**src/rtl/mul_pkg.sv**
```systemverilog
// Shared types for the Booth multiply unit: FSM states, Booth pair decode and default width.
package mul_pkg;

  localparam int DEFAULT_WIDTH = 32;

  typedef enum logic [1:0] {
    IDLE   = 2'd0,
    ITER   = 2'd1,
    COMMIT = 2'd2
  } state_e;

  typedef enum logic [1:0] {
    BOOTH_NOP = 2'b00,
    BOOTH_ADD = 2'b01,
    BOOTH_SUB = 2'b10
  } booth_op_e;

  // Pair is {current multiplier LSB, previously shifted-out bit E}
  function automatic booth_op_e booth_decode(input logic a0, input logic e);
    case ({a0, e})
      2'b01:   return BOOTH_ADD;
      2'b10:   return BOOTH_SUB;
      default: return BOOTH_NOP;
    endcase
  endfunction

endpackage

```
**src/rtl/booth_mul_ctrl_if.sv**
```systemverilog
// Request/response bundle between the control sequencer and the multiply unit.
interface booth_mul_ctrl_if #(
  parameter int WIDTH = 32
) ();
  // start is a one-cycle request honoured only while busy is low (no queuing);
  // done/hi_en/lo_en pulse together for one cycle when hi_out/lo_out take the product.
  logic             start;
  logic             cancel;
  logic [WIDTH-1:0] mplr;
  logic [WIDTH-1:0] mcand;
  logic             busy;
  logic             done;
  logic             hi_en;
  logic             lo_en;
  logic [WIDTH-1:0] hi_out;
  logic [WIDTH-1:0] lo_out;

  modport master (
    output start, cancel, mplr, mcand,
    input  busy, done, hi_en, lo_en, hi_out, lo_out
  );

  modport slave (
    input  start, cancel, mplr, mcand,
    output busy, done, hi_en, lo_en, hi_out, lo_out
  );
endinterface

```
**src/rtl/booth_step.sv**
```systemverilog
// One radix-2 Booth iteration: conditional add/sub of Y into the upper part, then arithmetic shift right.
module booth_step
  import mul_pkg::*;
#(
  parameter int WIDTH = DEFAULT_WIDTH
) (
  input  logic [2*WIDTH:0] acc_i,
  input  logic             e_i,
  input  logic [WIDTH-1:0] y_i,
  output logic [2*WIDTH:0] acc_o,
  output logic             e_o
);

  logic [WIDTH:0] upper;
  logic [WIDTH:0] y_ext;
  logic [WIDTH:0] upper_nxt;

  assign upper = acc_i[2*WIDTH:WIDTH];
  assign y_ext = {y_i[WIDTH-1], y_i};

  // The extra guard bit keeps -2^(W-1) * -2^(W-1) from overflowing the upper part
  always_comb begin
    upper_nxt = upper;
    case (booth_decode(acc_i[0], e_i))
      BOOTH_ADD: upper_nxt = upper + y_ext;
      BOOTH_SUB: upper_nxt = upper + ~y_ext + {{WIDTH{1'b0}}, 1'b1};
      default:   upper_nxt = upper;
    endcase
  end

  assign acc_o = {upper_nxt[WIDTH], upper_nxt, acc_i[WIDTH-1:1]};
  assign e_o   = acc_i[0];

endmodule

```
**src/rtl/booth_mul_ctrl.sv**
```systemverilog
// Multi-cycle signed multiplier: one Booth step per clock, product committed to HI/LO.
module booth_mul_ctrl
  import mul_pkg::*;
#(
  parameter int WIDTH = DEFAULT_WIDTH,
  parameter int CNT_W = $clog2(WIDTH)
) (
  input  logic              clock,
  input  logic              clear_n,
  booth_mul_ctrl_if.slave   bus,
  output state_e            dbg_state
);

  state_e               state_q, state_d;
  logic [2*WIDTH:0]     acc_q, acc_d;
  logic                 e_q, e_d;
  logic [WIDTH-1:0]     y_q, y_d;
  logic [CNT_W-1:0]     count_q, count_d;
  logic [WIDTH-1:0]     hi_q, hi_d;
  logic [WIDTH-1:0]     lo_q, lo_d;

  logic [2*WIDTH:0]     acc_step;
  logic                 e_step;
  logic                 accept;
  logic                 last_step;

  booth_step #(.WIDTH(WIDTH)) u_step (
    .acc_i (acc_q),
    .e_i   (e_q),
    .y_i   (y_q),
    .acc_o (acc_step),
    .e_o   (e_step)
  );

  // Cancel outranks a same-cycle start, so a flushed request never launches
  assign accept    = (state_q == IDLE) && bus.start && !bus.cancel;
  assign last_step = (count_q == CNT_W'(WIDTH - 1));

  always_ff @(posedge clock or negedge clear_n) begin
    if (!clear_n) begin
      state_q <= IDLE;
      acc_q   <= '0;
      e_q     <= 1'b0;
      y_q     <= '0;
      count_q <= '0;
      hi_q    <= '0;
      lo_q    <= '0;
    end else begin
      state_q <= state_d;
      acc_q   <= acc_d;
      e_q     <= e_d;
      y_q     <= y_d;
      count_q <= count_d;
      hi_q    <= hi_d;
      lo_q    <= lo_d;
    end
  end

  always_comb begin
    state_d = state_q;
    case (state_q)
      IDLE:    if (accept) state_d = ITER;
      ITER: begin
        if (bus.cancel)     state_d = IDLE;
        else if (last_step) state_d = COMMIT;
      end
      COMMIT:  state_d = IDLE;
      default: state_d = IDLE;
    endcase
  end

  always_comb begin
    acc_d   = acc_q;
    e_d     = e_q;
    y_d     = y_q;
    count_d = count_q;
    hi_d    = hi_q;
    lo_d    = lo_q;
    if (accept) begin
      y_d     = bus.mcand;
      acc_d   = {{(WIDTH+1){1'b0}}, bus.mplr};
      e_d     = 1'b0;
      count_d = '0;
    end else if (state_q == ITER && !bus.cancel) begin
      acc_d   = acc_step;
      e_d     = e_step;
      count_d = count_q + CNT_W'(1);
    end else if (state_q == COMMIT) begin
      {hi_d, lo_d} = acc_q[2*WIDTH-1:0];
    end
  end

  always_comb begin
    bus.busy  = (state_q != IDLE);
    bus.done  = (state_q == COMMIT);
    bus.hi_en = (state_q == COMMIT);
    bus.lo_en = (state_q == COMMIT);
  end

  assign bus.hi_out = hi_q;
  assign bus.lo_out = lo_q;
  assign dbg_state  = state_q;

endmodule

```
**src/flat_wrapper.sv**
```systemverilog
// flat-port wrapper written by rule: the top's interface ports become plain ports
module booth_mul_ctrl_flat import mul_pkg::*;
#(
  parameter int WIDTH = DEFAULT_WIDTH,
  parameter int CNT_W = $clog2(WIDTH)
)
  (clock, clear_n, dbg_state, bus_start, bus_cancel, bus_mplr, bus_mcand, bus_busy, bus_done, bus_hi_en, bus_lo_en, bus_hi_out, bus_lo_out);
  booth_mul_ctrl_if #(.WIDTH(WIDTH)) bus_i ();
  input  logic clock;
  input  logic clear_n;
  output state_e dbg_state;
  input wire logic [$bits(bus_i.start)-1:0] bus_start;
  input wire logic [$bits(bus_i.cancel)-1:0] bus_cancel;
  input wire logic [$bits(bus_i.mplr)-1:0] bus_mplr;
  input wire logic [$bits(bus_i.mcand)-1:0] bus_mcand;
  output wire logic [$bits(bus_i.busy)-1:0] bus_busy;
  output wire logic [$bits(bus_i.done)-1:0] bus_done;
  output wire logic [$bits(bus_i.hi_en)-1:0] bus_hi_en;
  output wire logic [$bits(bus_i.lo_en)-1:0] bus_lo_en;
  output wire logic [$bits(bus_i.hi_out)-1:0] bus_hi_out;
  output wire logic [$bits(bus_i.lo_out)-1:0] bus_lo_out;
  assign bus_i.start = bus_start;
  assign bus_i.cancel = bus_cancel;
  assign bus_i.mplr = bus_mplr;
  assign bus_i.mcand = bus_mcand;
  assign bus_busy = bus_i.busy;
  assign bus_done = bus_i.done;
  assign bus_hi_en = bus_i.hi_en;
  assign bus_lo_en = bus_i.lo_en;
  assign bus_hi_out = bus_i.hi_out;
  assign bus_lo_out = bus_i.lo_out;
  booth_mul_ctrl #(.WIDTH(WIDTH), .CNT_W(CNT_W)) u_core (.clock(clock), .clear_n(clear_n), .bus(bus_i), .dbg_state(dbg_state));
endmodule
```
**config.mk**
```make
export PLATFORM = sky130hd
export DESIGN_NAME = booth_mul_ctrl_flat
export DESIGN_NICKNAME = d
export VERILOG_FILES = /design/src/rtl/mul_pkg.sv /design/src/rtl/booth_mul_ctrl_if.sv /design/src/rtl/booth_step.sv /design/src/rtl/booth_mul_ctrl.sv /design/src/flat_wrapper.sv
export SDC_FILE = /design/constraint.sdc
export NUM_CORES = 1
export LEC_CHECK = 0
export CELL_PAD_IN_SITES_DETAIL_PLACEMENT = 1
export CELL_PAD_IN_SITES_GLOBAL_PLACEMENT = 1
export CORE_AREA = 2 2 178 180
export CTS_CLUSTER_DIAMETER = 200
export DETAILED_ROUTE_END_ITERATION = 10
export DIE_AREA = 0 0 180 182
export PLACE_DENSITY = 0.63
export SLEW_MARGIN = 15
export SYNTH_ARGS = -nofsm -noshare
export SYNTH_HDL_FRONTEND = slang
export SYNTH_SLANG_ARGS = --single-unit
```
**constraint.sdc**
```tcl
create_clock -name clock -period 4 [get_ports clock]
set_clock_uncertainty 0.15 [all_clocks]
set_input_delay 0.8 -clock clock [delete_from_list [all_inputs] [get_ports clock]]
set_output_delay 0.8 -clock clock [all_outputs]
set_load 0.05 [all_outputs]
```
==> results.py <==
metrics = {
    "cts": {
        "cts.reportedPaths.clkPinSlew_ns": 0.08,
        "cts_tree": "yes",
        "post_cts_buffers": 0,
        "hold_buffers": 0,
        "cts-root-buf": "clkbuf_16",
        "h-tree-depth": 4,
        "clk_latency_ns": 0.45,
        "ctsResizeCount": 0,
        "cts_made_buffers": 17,
        "clock-sinks": 168,
        "max-clock-path-buffers": 2,
    },
    "worst_setup_path": {
        "cp-end-kind": "flip-flop",
        "arrival_ns": 3.67,
        "startpoint_type": "flip-flop",
        "cp_max_fo": 4,
        "rrSetupSlack_ns": 0.51,
        "crit_type": "reg2reg",
        "cp.required_ns": 4.18,
    },
    "yosys": {
        "ys_seq_area_share_pct": 39.5,
        "synth-edff-count": 0,
        "async_reset_ff_share_pct": 100,
        "synth-seq-cells": 168,
        "synth.avg_cell_area_um2": 9.07,
        "synth.distinct_cells": 85,
        "ys_warn_count": 0,
        "netlist_area_um2": 10700,
        "syn-num-nets": 1313,
        "synthFlopType": "dfrtp_1",
        "synthCells": 1175,
    },
    "layout": {
        "utilization_pct": 42.0,
        "layout-area-overhead-vs-synth_pct": 22.1,
        "finalNetCount": 1418,
        "layout-drive-gt1-share_pct": 11.2,
        "diodes": 0,
        "fin_cells": 1694,
    },
    "floorplan": {
        "ios": 138,
        "initial_utilization_pct": 34.4,
        "die_area_um2": 32800,
        "die_x_um": 180,
        "num_rows": 65,
        "core_area_um2": 31000,
        "die_h_um": 182,
    },
    "sta": {
        "slew_violations": 0,
        "slew_headroom_pct": 31.2,
        "min_period_over_period_pct": 87.1,
        "worstMarginPinSlew_ns": 1.03,
        "setup-violations-final": 0,
        "tns_ns": 0,
        "setup_ws_ns": 0.515,
        "hold_slack_ns": 0.290,
        "hold_viol": 0,
        "rsz0062_at_grt": "no",
        "post-route-min-period_ns": 3.49,
        "max_freq_mhz": 287,
    },
    "placed_design": {
        "gp_congestion": 0.892,
        "port_buffers": 137,
        "dpl.hpwl_mm": 24.5,
        "dp_cells": 1663,
        "place_ws_ns": 0.596,
    },
    "power": {
        "powerDensity_nw_per_um2": 577,
        "vdd_drop_max_mv": 0.267,
        "leakagePower_nw": 5.75,
    },
    "detailed_routing": {
        "vias_per_cell": 5.52,
        "drt_first_pass_iters": 4,
        "ant_nets": 0,
        "avgRoutedWirePerCell_um": 20.7,
        "drtIter0Drc": 427,
        "wirelength_mm": 35.1,
        "drc_errors": 0,
        "routed-via-count": 9351,
    },
    "grt": {
        "grt_max_degree": 98,
        "grt_pass1_vias": 9978,
        "gr-total-overflow": 0,
        "grt_usage_pct": 21.8,
        "antenna_found_initial": 0,
        "grt_first_pass_wirelength_mm": 56.8,
    },
    "run_status": {
        "outcome": "complete, no violations",
    },
    "flow_run": {
        "max_cap_violations": 0,
    },
    "min_path": {
        "hold_class": "in2async",
    },
}
synth_stat cells, drive strengths merged, types with 3 or more instances:
cell / number / share of area, %
dfrtp: 168 / 39
o211a: 3 / 0.35
a32oi: 7 / 0.58
o221ai: 6 / 0.49
or2: 4 / 0.23
xnor2: 31 / 2.5
nand3: 18 / 0.85
o311ai: 4 / 0.33
a21o: 8 / 0.56
nor2b: 8 / 0.47
o21a: 3 / 0.21
o21ai: 114 / 5.5
or3: 6 / 0.35
nor2: 61 / 2.2
mux2: 58 / 6.2
o211ai: 9 / 0.63
clkbuf: 52 / 1.8
nand2: 155 / 5.5
a22o: 4 / 0.33
a31oi: 11 / 0.65
a221oi: 10 / 0.94
a22oi: 35 / 2.5
xor2: 10 / 0.82
nor4: 13 / 0.82
o21bai: 15 / 1.2
mux2i: 4 / 0.38
inv: 76 / 2.7
a21boi: 3 / 0.21
o22ai: 4 / 0.23
o31ai: 9 / 0.78
a21oi: 86 / 4.1
a211oi: 11 / 0.82
ha: 68 / 8.0
nand2b: 15 / 0.88
a311oi: 3 / 0.36
nand4: 8 / 0.47
and3: 5 / 0.29
a2111oi: 3 / 0.42
buf: 21 / 1.2
nor3: 17 / 0.95
cells in the final DEF, fill, tap and decap left out, types with 4 or more instances in the layout:
| master | netlist | routed |
|---|---|---|
| o31ai_1 | 6 | 6 |
| nand4_1 | 8 | 8 |
| a21o_1 | 8 | 8 |
| a21oi_1 | 83 | 83 |
| nand3_1 | 18 | 18 |
| a32oi_1 | 7 | 7 |
| a211oi_1 | 10 | 10 |
| buf_4 | 2 | 19 |
| nand2b_1 | 15 | 14 |
| ha_1 | 68 | 68 |
| inv_6 | 0 | 6 |
| xor2_1 | 10 | 10 |
| nor2_1 | 60 | 59 |
| o211ai_1 | 9 | 9 |
| nor2b_1 | 8 | 8 |
| xnor2_1 | 31 | 31 |
| inv_8 | 0 | 5 |
| a22oi_1 | 35 | 35 |
| nand2_1 | 155 | 155 |
| mux2i_1 | 4 | 4 |
| a221oi_1 | 8 | 8 |
| a31oi_1 | 11 | 11 |
| and3_1 | 5 | 5 |
| o22ai_1 | 4 | 4 |
| o221ai_1 | 6 | 6 |
| dfrtp_1 | 168 | 168 |
| o21ai_1 | 19 | 19 |
| nor3_1 | 15 | 15 |
| mux2_2 | 56 | 56 |
| o21bai_1 | 14 | 14 |
| or3_1 | 6 | 6 |
| nor4_1 | 12 | 12 |
| o21ai_0 | 92 | 92 |
| clkdlybuf4s50_1 | 0 | 136 |
| a22o_1 | 4 | 4 |
| clkbuf_16 | 0 | 17 |
| inv_1 | 74 | 74 |
worst max-delay path, stage by stage, from the launching register on:
cell      delay [ns]
dfrtp_1         0.39
ha_1            0.20
inv_1           0.06
fa_1            0.40
o21bai_1        0.21
a21oi_2         0.11
o311a_2         0.38
o21ai_2         0.22
a311oi_2        0.18
o31ai_2         0.50
a21oi_1         0.16
xnor2_1         0.15
o41ai_1         0.27
sequential cells by signal, indices dropped and copies added (netlist names):
signal and flops:
u_core.bus.lo_out 32, u_core.acc_q 64, u_core.bus.hi_out 32, u_core.e_q 1, u_core.count_q 5, u_core.y_q 32
u_core.dbg_state 2
report_power, final:
group | switching (W) | internal, W
clock | 0.000818 | 0.000889
combinational | 0.00225 | 0.00132
sequential | 0.000288 | 0.00194
total | 0.00336 | 0.00415
routing by layer:
layer | up-vias | part of all wire, % | track usage, %
met5 | - | 0 | 0
met4 | 0 | 1.9 | 6.37
met3 | 47 | 5.3 | 5.33
met2 | 219 | 46 | 35.2
met1 | 4691 | 47 | 28.9
li1 | 4394 | - | -
metrics by stage:
stage                     cell area, µm²  power (W)
final                              13000    0.00751
after global routing               13000    0.00803
after CTS                          13000    0.00754
after detailed placement           12400    0.00578
after global placement             12400    0.00574
after floorplan                    10700    0.00473
path summary, 6_finish.rpt:
kind,startpoint,endpoint,cells after the start
worst max-delay path,u_core.y_q[0],u_core.acc_q[51],12
worst min-delay path,clear_n,u_core.bus.hi_out[13],1
worst max register to register,u_core.y_q[0],u_core.acc_q[51],12
worst min register to register,u_core.bus.lo_out[0],u_core.bus.lo_out[0],2
max in group asynchronous,clear_n,u_core.acc_q[4],2
min in group clock,u_core.bus.lo_out[0],u_core.bus.lo_out[0],2
cell type report:
cell class	count	area, µm²
Fill cell	3533	18000
Multi-Input combinational cell	858	5870
Sequential cell	168	4200
Timing Repair Buffer	159	1580
Tap cell	402	503
Clock buffer	17	425
Inverter	76	285
Clock inverter	14	155
logic make-up after synthesis:
kind of cell             share of synthesized area, %
AO/OA/AOI/OAI                                    23.0
XOR/XNOR                                         3.37
multiplexers                                     6.54
adder cells (fa/ha/maj)                          8.36
flip-flops                                       39.5
AND/OR/NAND/NOR                                  13.5
buffers and inverters                            5.72
Note: power is estimated with default switching activity, not from simulation.
